File: config.mk
export PLATFORM = sky130hd
export DESIGN_NAME = pwm_seq_ctrl
export DESIGN_NICKNAME = d
export VERILOG_FILES = /design/src/rtl/pwm_seq_ctrl.sv
export SDC_FILE = /design/constraint.sdc
export NUM_CORES = 1
export LEC_CHECK = 0
export BUFFER_PORTS_ARGS = -buffer_cell sky130_fd_sc_hd__buf_2
export CAP_MARGIN = 20
export CORE_MARGIN = 2
export CORE_UTILIZATION = 54
export DETAILED_ROUTE_END_ITERATION = 8
export PLACE_DENSITY = 0.75
export SLEW_MARGIN = 20
export SYNTH_ARGS = -nofsm -noshare
export SYNTH_HDL_FRONTEND = slang
export SYNTH_SLANG_ARGS = --single-unit
File: constraint.sdc
create_clock -name io_clk -period 1.9 [get_ports io_clk]
set_input_delay 0.095 -clock io_clk [delete_from_list [all_inputs] [get_ports io_clk]]
set_output_delay 0.095 -clock io_clk [all_outputs]
set_load 0.01 [all_outputs]
File: src/rtl/pwm_seq_ctrl.sv
// Segment sequencer for one pwm_pulse channel: steps through a table of
// (width, gap, times) segments, loading each into the channel and arming it.
module pwm_seq_ctrl #(
    parameter int _RAM_WIDTH = 32,
    parameter int SEG_DEPTH  = 8,
    parameter int SEG_AW     = 3,
    parameter int GAP_CYC    = 2
) (
    input  logic                  io_clk,
    input  logic                  io_rst_n,
    input  logic                  cfg_we,
    input  logic [SEG_AW-1:0]     cfg_addr,
    input  logic [_RAM_WIDTH-1:0] cfg_width,
    input  logic [_RAM_WIDTH-1:0] cfg_gap,
    input  logic [_RAM_WIDTH-1:0] cfg_times,
    input  logic [SEG_AW:0]       seq_len,
    input  logic                  seq_loop,
    input  logic                  seq_start,
    input  logic                  seq_stop,
    output logic                  pwm_en,
    output logic [_RAM_WIDTH-1:0] pwm_width,
    output logic [_RAM_WIDTH-1:0] pwm_gap,
    output logic [_RAM_WIDTH-1:0] pwm_times,
    input  logic                  pwm_valid,
    input  logic                  pwm_busy,
    output logic                  seq_busy,
    output logic                  seq_done,
    output logic                  seq_err,
    output logic [SEG_AW-1:0]     cur_seg
);

    typedef enum logic [2:0] {
        IDLE, LOAD, ARM, RUN, GAP, STOP
    } state_t;

    localparam logic [SEG_AW:0] DEPTH_L    = SEG_DEPTH[SEG_AW:0];
    localparam logic [15:0]     GAP_RELOAD = 16'(GAP_CYC - 3);

    logic [_RAM_WIDTH-1:0] tbl_w [SEG_DEPTH];
    logic [_RAM_WIDTH-1:0] tbl_g [SEG_DEPTH];
    logic [_RAM_WIDTH-1:0] tbl_t [SEG_DEPTH];

    state_t          state;
    logic [SEG_AW-1:0] seg;
    logic [SEG_AW:0]   len_q;
    logic              loop_q;
    logic [15:0]       gap_cnt;
    logic              len_ok;
    logic              last_seg;

    assign len_ok   = (seq_len != '0) && (seq_len <= DEPTH_L);
    assign last_seg = ({1'b0, seg} == (len_q - 1'b1));
    assign seq_busy = (state != IDLE);

    always_ff @(posedge io_clk) begin
        if (cfg_we) begin
            tbl_w[cfg_addr] <= cfg_width;
            tbl_g[cfg_addr] <= cfg_gap;
            tbl_t[cfg_addr] <= cfg_times;
        end
    end

    always_ff @(posedge io_clk or negedge io_rst_n) begin
        if (!io_rst_n) begin
            state     <= IDLE;
            seg       <= '0;
            len_q     <= '0;
            loop_q    <= 1'b0;
            gap_cnt   <= '0;
            pwm_en    <= 1'b0;
            pwm_width <= '0;
            pwm_gap   <= '0;
            pwm_times <= '0;
            seq_done  <= 1'b0;
            seq_err   <= 1'b0;
            cur_seg   <= '0;
        end else begin
            seq_done <= 1'b0;
            unique case (state)
                IDLE: begin
                    if (seq_start && !seq_stop) begin
                        if (len_ok) begin
                            seq_err <= 1'b0;
                            seg     <= '0;
                            len_q   <= seq_len;
                            loop_q  <= seq_loop;
                            state   <= LOAD;
                        end else begin
                            seq_err <= 1'b1;
                        end
                    end
                end
                LOAD: begin
                    if (seq_stop) begin
                        seq_done <= 1'b1;
                        state    <= IDLE;
                    end else begin
                        pwm_width <= tbl_w[seg];
                        pwm_gap   <= tbl_g[seg];
                        pwm_times <= tbl_t[seg];
                        cur_seg   <= seg;
                        state     <= ARM;
                    end
                end
                ARM: begin
                    if (seq_stop) begin
                        seq_done <= 1'b1;
                        state    <= IDLE;
                    end else begin
                        pwm_en <= 1'b1;
                        state  <= RUN;
                    end
                end
                RUN: begin
                    if (seq_stop) begin
                        pwm_en <= 1'b0;
                        if (pwm_valid) begin
                            seq_done <= 1'b1;
                            state    <= IDLE;
                        end else begin
                            state <= STOP;
                        end
                    end else if (pwm_valid) begin
                        pwm_en <= 1'b0;
                        if (last_seg && !loop_q) begin
                            seq_done <= 1'b1;
                            state    <= IDLE;
                        end else begin
                            seg <= last_seg ? '0 : seg + 1'b1;
                            // LOAD and ARM already supply two of the low cycles
                            if (GAP_CYC > 2) begin
                                gap_cnt <= GAP_RELOAD;
                                state   <= GAP;
                            end else begin
                                state <= LOAD;
                            end
                        end
                    end
                end
                GAP: begin
                    if (seq_stop) begin
                        seq_done <= 1'b1;
                        state    <= IDLE;
                    end else if (gap_cnt == '0) begin
                        state <= LOAD;
                    end else begin
                        gap_cnt <= gap_cnt - 1'b1;
                    end
                end
                STOP: begin
                    if (pwm_valid || !pwm_busy) begin
                        seq_done <= 1'b1;
                        state    <= IDLE;
                    end
                end
                default: state <= IDLE;
            endcase
        end
    end

endmodule

==> results of run 1 <==
cell type report:
cell class / count / area (um2)
flip-flops and latches: 897 / 26300
fillers: 3865 / 20000
multi-input cells: 616 / 7460
repair buffers: 441 / 3970
clock buffers: 128 / 2490
well taps: 837 / 1050
clock inverters: 37 / 394
inverters: 8 / 30.0
diodes: 3 / 7.51
power by group through the flow:
stage	registers [mW]	clock network (mW)	logic (mW)
2_1_floorplan	24.7	0	6.09
3_3_place_gp	24.3	0	9.96
3_5_place_dp	24.4	0	10.2
4_1_cts	24.0	17.4	10.7
5_1_grt	24.2	18.2	12.8
6_report	24.1	17.2	11.9
per-stage QoR:
stage	cells	utilization [%]	setup slack, ps
floorplan	1601	-	-1140
global placement	2658	59.8	-65.5
detailed placement	2658	59.8	-99.3
CTS	2934	66.4	-121
global route	2967	67.6	-167
finish	2967	67.6	-126
registers in the layout, indices dropped and copies added (netlist names):
name,flops
len_q,4
pwm_en,1
pwm_times,32
pwm_width,32
tbl_g,256
cur_seg,3
seg,3
pwm_gap,32
seq_done,1
seq_err,1
tbl_w,256
state,3
gap_cnt,16
loop_q,1
tbl_t,256
logic make-up after synthesis:
| family | share of synthesized area, % |
|---|---|
| buffers and inverters | 1.05 |
| XOR/XNOR | 0.563 |
| multiplexers | 16.0 |
| AND/OR/NAND/NOR | 2.26 |
| AO/OA/AOI/OAI | 2.13 |
| flip-flops | 77.9 |
| adder cells (fa/ha/maj) | 0.148 |
worst reg2reg max path, stage by stage (launching register included):
cell	delay [ps]
dfrtp_1	410
nor4b_4	300
nand4b_1	190
or4b_4	520
or3_4	340
xnor2_1	130
repair_timing:
item | in CTS | in global routing
pin swaps | 4 | 28
endpoints found under the hold margin | 908 | 0
buffers inserted | 0 | 18
setup endpoints to repair | 11 | 43
cloned | 2 | 12
gates resized for setup | 8 | 64
hold buffers | 109 | 0
cell usage in the layout (no fill, tap or decap), drive strengths merged, types with 3 or more instances in the layout:
master	synthesis	routed
nor3	15	15
mux2	9	9
buf	31	322
a21o	3	3
mux2i	96	96
nand2b	6	6
mux4	192	192
xor2	8	8
edfxtp	768	768
inv	8	14
bufinv	0	6
a21oi	102	102
o21ai	8	8
dlygate4sd3	0	108
nand3b	4	4
nand2	7	7
xnor2	11	11
clkbuf	49	138
or3	3	3
nor2	113	113
diode	0	3
ha	4	4
dfrtp	129	129
clkinv	0	23
nor2b	3	3
how the worst min path moves through the flow:
stage                                         to  slack, ps  cells past startpoint
after global routing      tbl_w[5][11]$_DFFE_PP_        160                      4
after global placement    gap_cnt[5]$_DFFE_PN0P_         30                      1
final                     tbl_w[5][11]$_DFFE_PP_        140                      4
after detailed placement  gap_cnt[3]$_DFFE_PN0P_         30                      1
after CTS                 tbl_w[1][24]$_DFFE_PP_        140                      3
after floorplan           cur_seg[0]$_DFFE_PN0P_       -200                      0
layer usage:
layer  track usage (%)  vias up  share of wire, %
met5                 0        -             0.056
met4              6.84        6               2.0
met3              4.19      107               6.8
met2              36.7      611                50
met1              30.3     8989                41
li1                  -     7419                 -
==> impl_metrics.yaml, run 1 <==
status:
  status: "finished, violations left"
  violations: "setup timing"
power:
  finalPower_mw: 53.2
  sw_frac_of_total_pct: 25.9
  pwr-share-seq_pct: 45.3
  power.switching_mw: 13.8
  p_int_mw: 39.4
  cellPowerDensity_nw_per_um2: 1280
  power.leakage_nw: 14.0
  clockPowerShare_pct: 32.3
  combPwrFrac_pct: 22.4
  vdd_ir_drop_max_mv: 0.868
flow_run:
  max-cap-violations: 0
grt:
  first_global_vias: 18000
  overflow: 0
  grt_pass1_wl_mm: 106
  grt_max_degree: 51
  grt.total_usage_pct: 22.2
  antenna_found_initial: 6
yosys:
  synth_area_per_cell_um2: 21.1
  yosysWarnings: 0
  ys_ff_latch: 897
  yosys.area.top_type: "edfxtp_1"
  async_flop_share_pct: 14.4
  synth_edf_count: 768
  ys.flop_type: "edfxtp_1"
  synth_area_leaders: "edfxtp_1, mux4_2, dfrtp_1"
  ys_types: 49
  synth_top_area_share_pct: 68.3
  ys_seq_area_share_pct: 77.9
  synth_nets: 1716
  syn_inst: 1601
  synth_area_um2: 33800
  synth_common_cells: "edfxtp_1, mux4_2, dfrtp_1"
  yosysMostFrequentCell: "edfxtp_1"
routing:
  drt-total-wl_mm: 72.7
  vias: 17100
  drc: 0
  viasPerCell: 5.77
  wl_per_cell_um: 24.5
  drt_first_iter_violations: 1625
  drt.antenna.violating_nets: 0
  first_pass_iters: 5
die:
  core.rowCount: 91
  initial_core_util_pct: 54.7
  pin_count: 214
  die_area_um2: 64500
  die_x_um: 254
  coreArea_um2: 61700
  die_h_um: 254
hold_path:
  hold_class: "input port to flop"
  hold_start: "cfg_addr[0]"
worst_setup_path:
  r2r_end: "gap_cnt[10]$_DFFE_PN0P_"
  path_cells: "nor4b_4 > nand4b_1 > or4b_4 > or3_4 > xnor2_1"
  cp.arrival_ps: 2530
  crit_family: "simple AND/OR/NAND/NOR gates"
  startpoint: "state[1]$_DFFE_PN0P_"
  crit_buf_inv: 0
  cpMaxStageDelayCell: "or4b_4"
  slowest_delay_ps: 520
  cp-endpoint: "gap_cnt[10]$_DFFE_PN0P_"
  r2r-start: "state[1]$_DFFE_PN0P_"
  critPathLaunchType: "flop"
  crit_type: "flop to flop"
  end_kind: "flop"
  cp_num_cells: 5
  path_max_fanout: 2
  required_ps: 2410
  r2r_slack_ps: -130
  rr_worst_depth: 5
sta:
  finalSetupViolCount: 6
  relSlewSlack_pct: 63.6
  worst_hold_slack_ps: 144
  setup_ws_ps: -126
  drv_slew: 0
  skew_ps: 28.7
  worst_slew_pin_slew_ps: 545
  rsz0062_at_grt: "true"
  tns_ps: -253
  clock.fmax_mhz: 493
  period_needed_ps: 2030
  period_share_pct: 107
  hold_violations: 0
placement:
  dpl_cell_area_um2: 36900
  portBuffers: 213
  dp_hpwl_mm: 38.0
  gp_congestion: 0.769
cts:
  tritoncts: "done"
  numClockSinks: 897
  htree_num_levels: 3
  clkLatencyLatePin_ps: 640
  clk_pin_slew_ps: 60
  cts_max_path_buffers: 3
  cts_made_buffers: 88
  clockRootBuffer: "clkbuf_16"
cells_and_area:
  nets: 2167
  syn2layout_area_growth_pct: 23.6
  layout-drive-gt1-share_pct: 33.9
  stdcell_area_um2: 41700
No activity file was read; power rests on OpenSTA's default activity.
==> run 2: changes to the inputs <==
CELL_PAD_IN_SITES_DETAIL_PLACEMENT = 0   (was default)
CELL_PAD_IN_SITES_GLOBAL_PLACEMENT = 1   (was default)
CORE_UTILIZATION = 57   (was 54)
GPL_TIMING_DRIVEN = 0   (was default)
PLACE_DENSITY = default   (was 0.75)
PLACE_DENSITY_LB_ADDON = 0.1   (was default)
clock period = 2.54 ns   (was 1.9 ns; I/O delays follow)
==> run 2 against run 1 <==
Against the previous run:
- the run now ends clean
- global-route usage increased by 2.4 points
- largest power group unchanged
- sequential power decreased by 26%
- highest routed layer unchanged
- design area decreased by 1.4%
- wire length increased by 0.97%
- register-to-register slack improved by 250 ps
- die area decreased by 5.2%
- count of clock-buffer cells in the layout increased by 8
- flip-flop and latch count unchanged
- maximum frequency decreased by 16%
==> impl_metrics.yaml, run 2 (synthesized netlist as in run 1, its figures left out) <==
status:
  status: "finished, final reports clean"
placement:
  gp_congestion: 0.726
  dpl.cell_count: 2640
  portBuffers: 213
  dp_hpwl_mm: 45.8
cts:
  htree_num_levels: 3
  numClockSinks: 897
  clkLatencyLatePin_ps: 640
  tritoncts: "done"
  cts_max_path_buffers: 3
  clockRootBuffer: "clkbuf_16"
  clk_pin_slew_ps: 60
  cts_made_buffers: 88
worst_setup_path:
  required_ps: 3020
  cp-endpoint: "pwm_gap[6]$_DFFE_PN0P_"
  path_cells: "clkbuf_2 > buf_4 > buf_2 > mux4_2 > mux2i_1 > a21oi_1"
  path_max_fanout: 10
  r2r_slack_ps: 130
  r2r_end: "pwm_gap[6]$_DFFE_PN0P_"
  end_kind: "flop"
  rr_worst_depth: 6
  r2r-start: "seg[0]$_DFFE_PN0P_"
  slowest_delay_ps: 590
  critPathLaunchType: "flop"
  startpoint: "seg[0]$_DFFE_PN0P_"
  crit_type: "flop to flop"
  cp.arrival_ps: 2890
  cpMaxStageDelayCell: "mux4_2"
power:
  power.leakage_nw: 13.9
  cellPowerDensity_nw_per_um2: 940
  vdd_ir_drop_max_mv: 0.638
  finalPower_mw: 38.7
cells_and_area:
  fill_cells: 3699
  top_regs: "tbl_g x256, tbl_t x256, tbl_w x256"
  final_core_util_pct: 70.0
  final_cell_mix: "edfxtp_1, buf_2, mux4_2"
  multi_input_area_um2: 7220
  layout_commonest_cell: "edfxtp_1"
  nets: 2184
  instances_no_fill: 2916
  regArea_um2: 26300
  layout-drive-gt1-share_pct: 30.9
  syn2layout_area_growth_pct: 21.9
sta:
  period_share_pct: 95.0
  drv_slew: 0
  worst_slew_pin_slew_ps: 951
  period_needed_ps: 2410
  tns_ps: 0
  rsz0062_at_grt: "false"
  relSlewSlack_pct: 36.6
  finalSetupViolCount: 0
  skew_ps: 18.1
  worst_hold_slack_ps: 26.2
  hold_violations: 0
  clock.fmax_mhz: 415
grt:
  first_global_vias: 17700
  grt_pass1_wl_mm: 109
  grt_max_degree: 73
  grt.total_usage_pct: 24.5
  antenna_found_initial: 2
  overflow: 0
die:
  die_h_um: 247
  coreArea_um2: 58800
  core.rowCount: 89
  die_x_um: 247
  die_area_um2: 61200
  initial_core_util_pct: 57.4
  pin_count: 214
routing:
  wl_per_cell_um: 25.2
  vias: 17100
  drt_first_iter_violations: 1393
  drt-total-wl_mm: 73.4
  drt.antenna.violating_nets: 0
  viasPerCell: 5.87
  first_pass_iters: 5
  drc: 0
flow_run:
  max-cap-violations: 0
hold_path:
  hold_class: "input port to async pin"
## run 2: cell count changes in the layout (fill, tap and decap cells not counted), moves of 10 or more
cell	change
buf_12	-18
buf_2	+12
buf_4	-36
buf_6	-13
buf_8	+17
clkbuf_1	+22
clkbuf_2	+23
clkinv_2	-10
mux2i_1	+16
mux2i_2	-11
## run 2: layout make-up
| cell class | instances | share of cell area (%) |
|---|---|---|
| Sequential cell | 897 | 63.9 |
| Clock buffer | 136 | 6.46 |
| Tap cell | 773 | 2.35 |
| Timing Repair Buffer | 378 | 7.90 |
| Buffer | 80 | 0.992 |
| Antenna cell | 1 | 0.00608 |
| Inverter | 8 | 0.0730 |
| Clock inverter | 27 | 0.769 |
| Multi-Input combinational cell | 616 | 17.5 |
## run 2: power by group
part	internal, mW	total (mW)	switching, mW
logic	3.58	7.54	3.96
registers	17.3	17.9	0.658
clock network	7.90	13.2	5.29
## run 2: worst min path at each step
stage              from                   endpoint  slack [ps]  cells after the start
5_1_grt        seq_stop        seq_err$_DFFE_PN0P_          50                      3
3_3_place_gp   seq_loop         loop_q$_DFFE_PN0P_         360                      2
3_5_place_dp   io_rst_n  pwm_width[31]$_DFFE_PN0P_         120                      1
6_report       io_rst_n  pwm_width[31]$_DFFE_PN0P_          30                      2
4_1_cts        seq_stop        seq_err$_DFFE_PN0P_          10                      3
2_1_floorplan  io_rst_n     cur_seg[0]$_DFFE_PN0P_        -170                      0
## run 2: worst max-delay path: cells and delay by family, from the launching register on
kind,cells,cell delay (ps)
buf+inv,3,1020
mux,2,790
flops,1,350
compound gates,1,100
## run 2: through the flow
stage / instance area, um2 / worst slack, ps
2_1_floorplan: 33800 / -712
3_3_place_gp: 35900 / -3570
3_5_place_dp: 36900 / -771
4_1_cts: 41100 / 1.41
5_1_grt: 41100 / 7.61
6_report: 41100 / 128
## run 2: what timing repair did
action | 4_1_cts | 5_1_grt
setup endpoints to repair | 99 | 57
gates resized for setup | 40 | 16
pin swaps | 1 | 0
endpoints found under the hold margin | 926 | 0
hold buffers | 109 | 0
buffers inserted | 3 | 0
## run 2: metal layers
metal	up-vias	part of all wire (%)	GRT usage [%]	routed length [um]
li1	7468	-	-	-
met3	84	5.5	3.74	4040
met2	489	52	41.7	37900
met4	4	1.5	5.95	1080
met1	9064	41	34.0	30400
met5	-	0.019	0	14
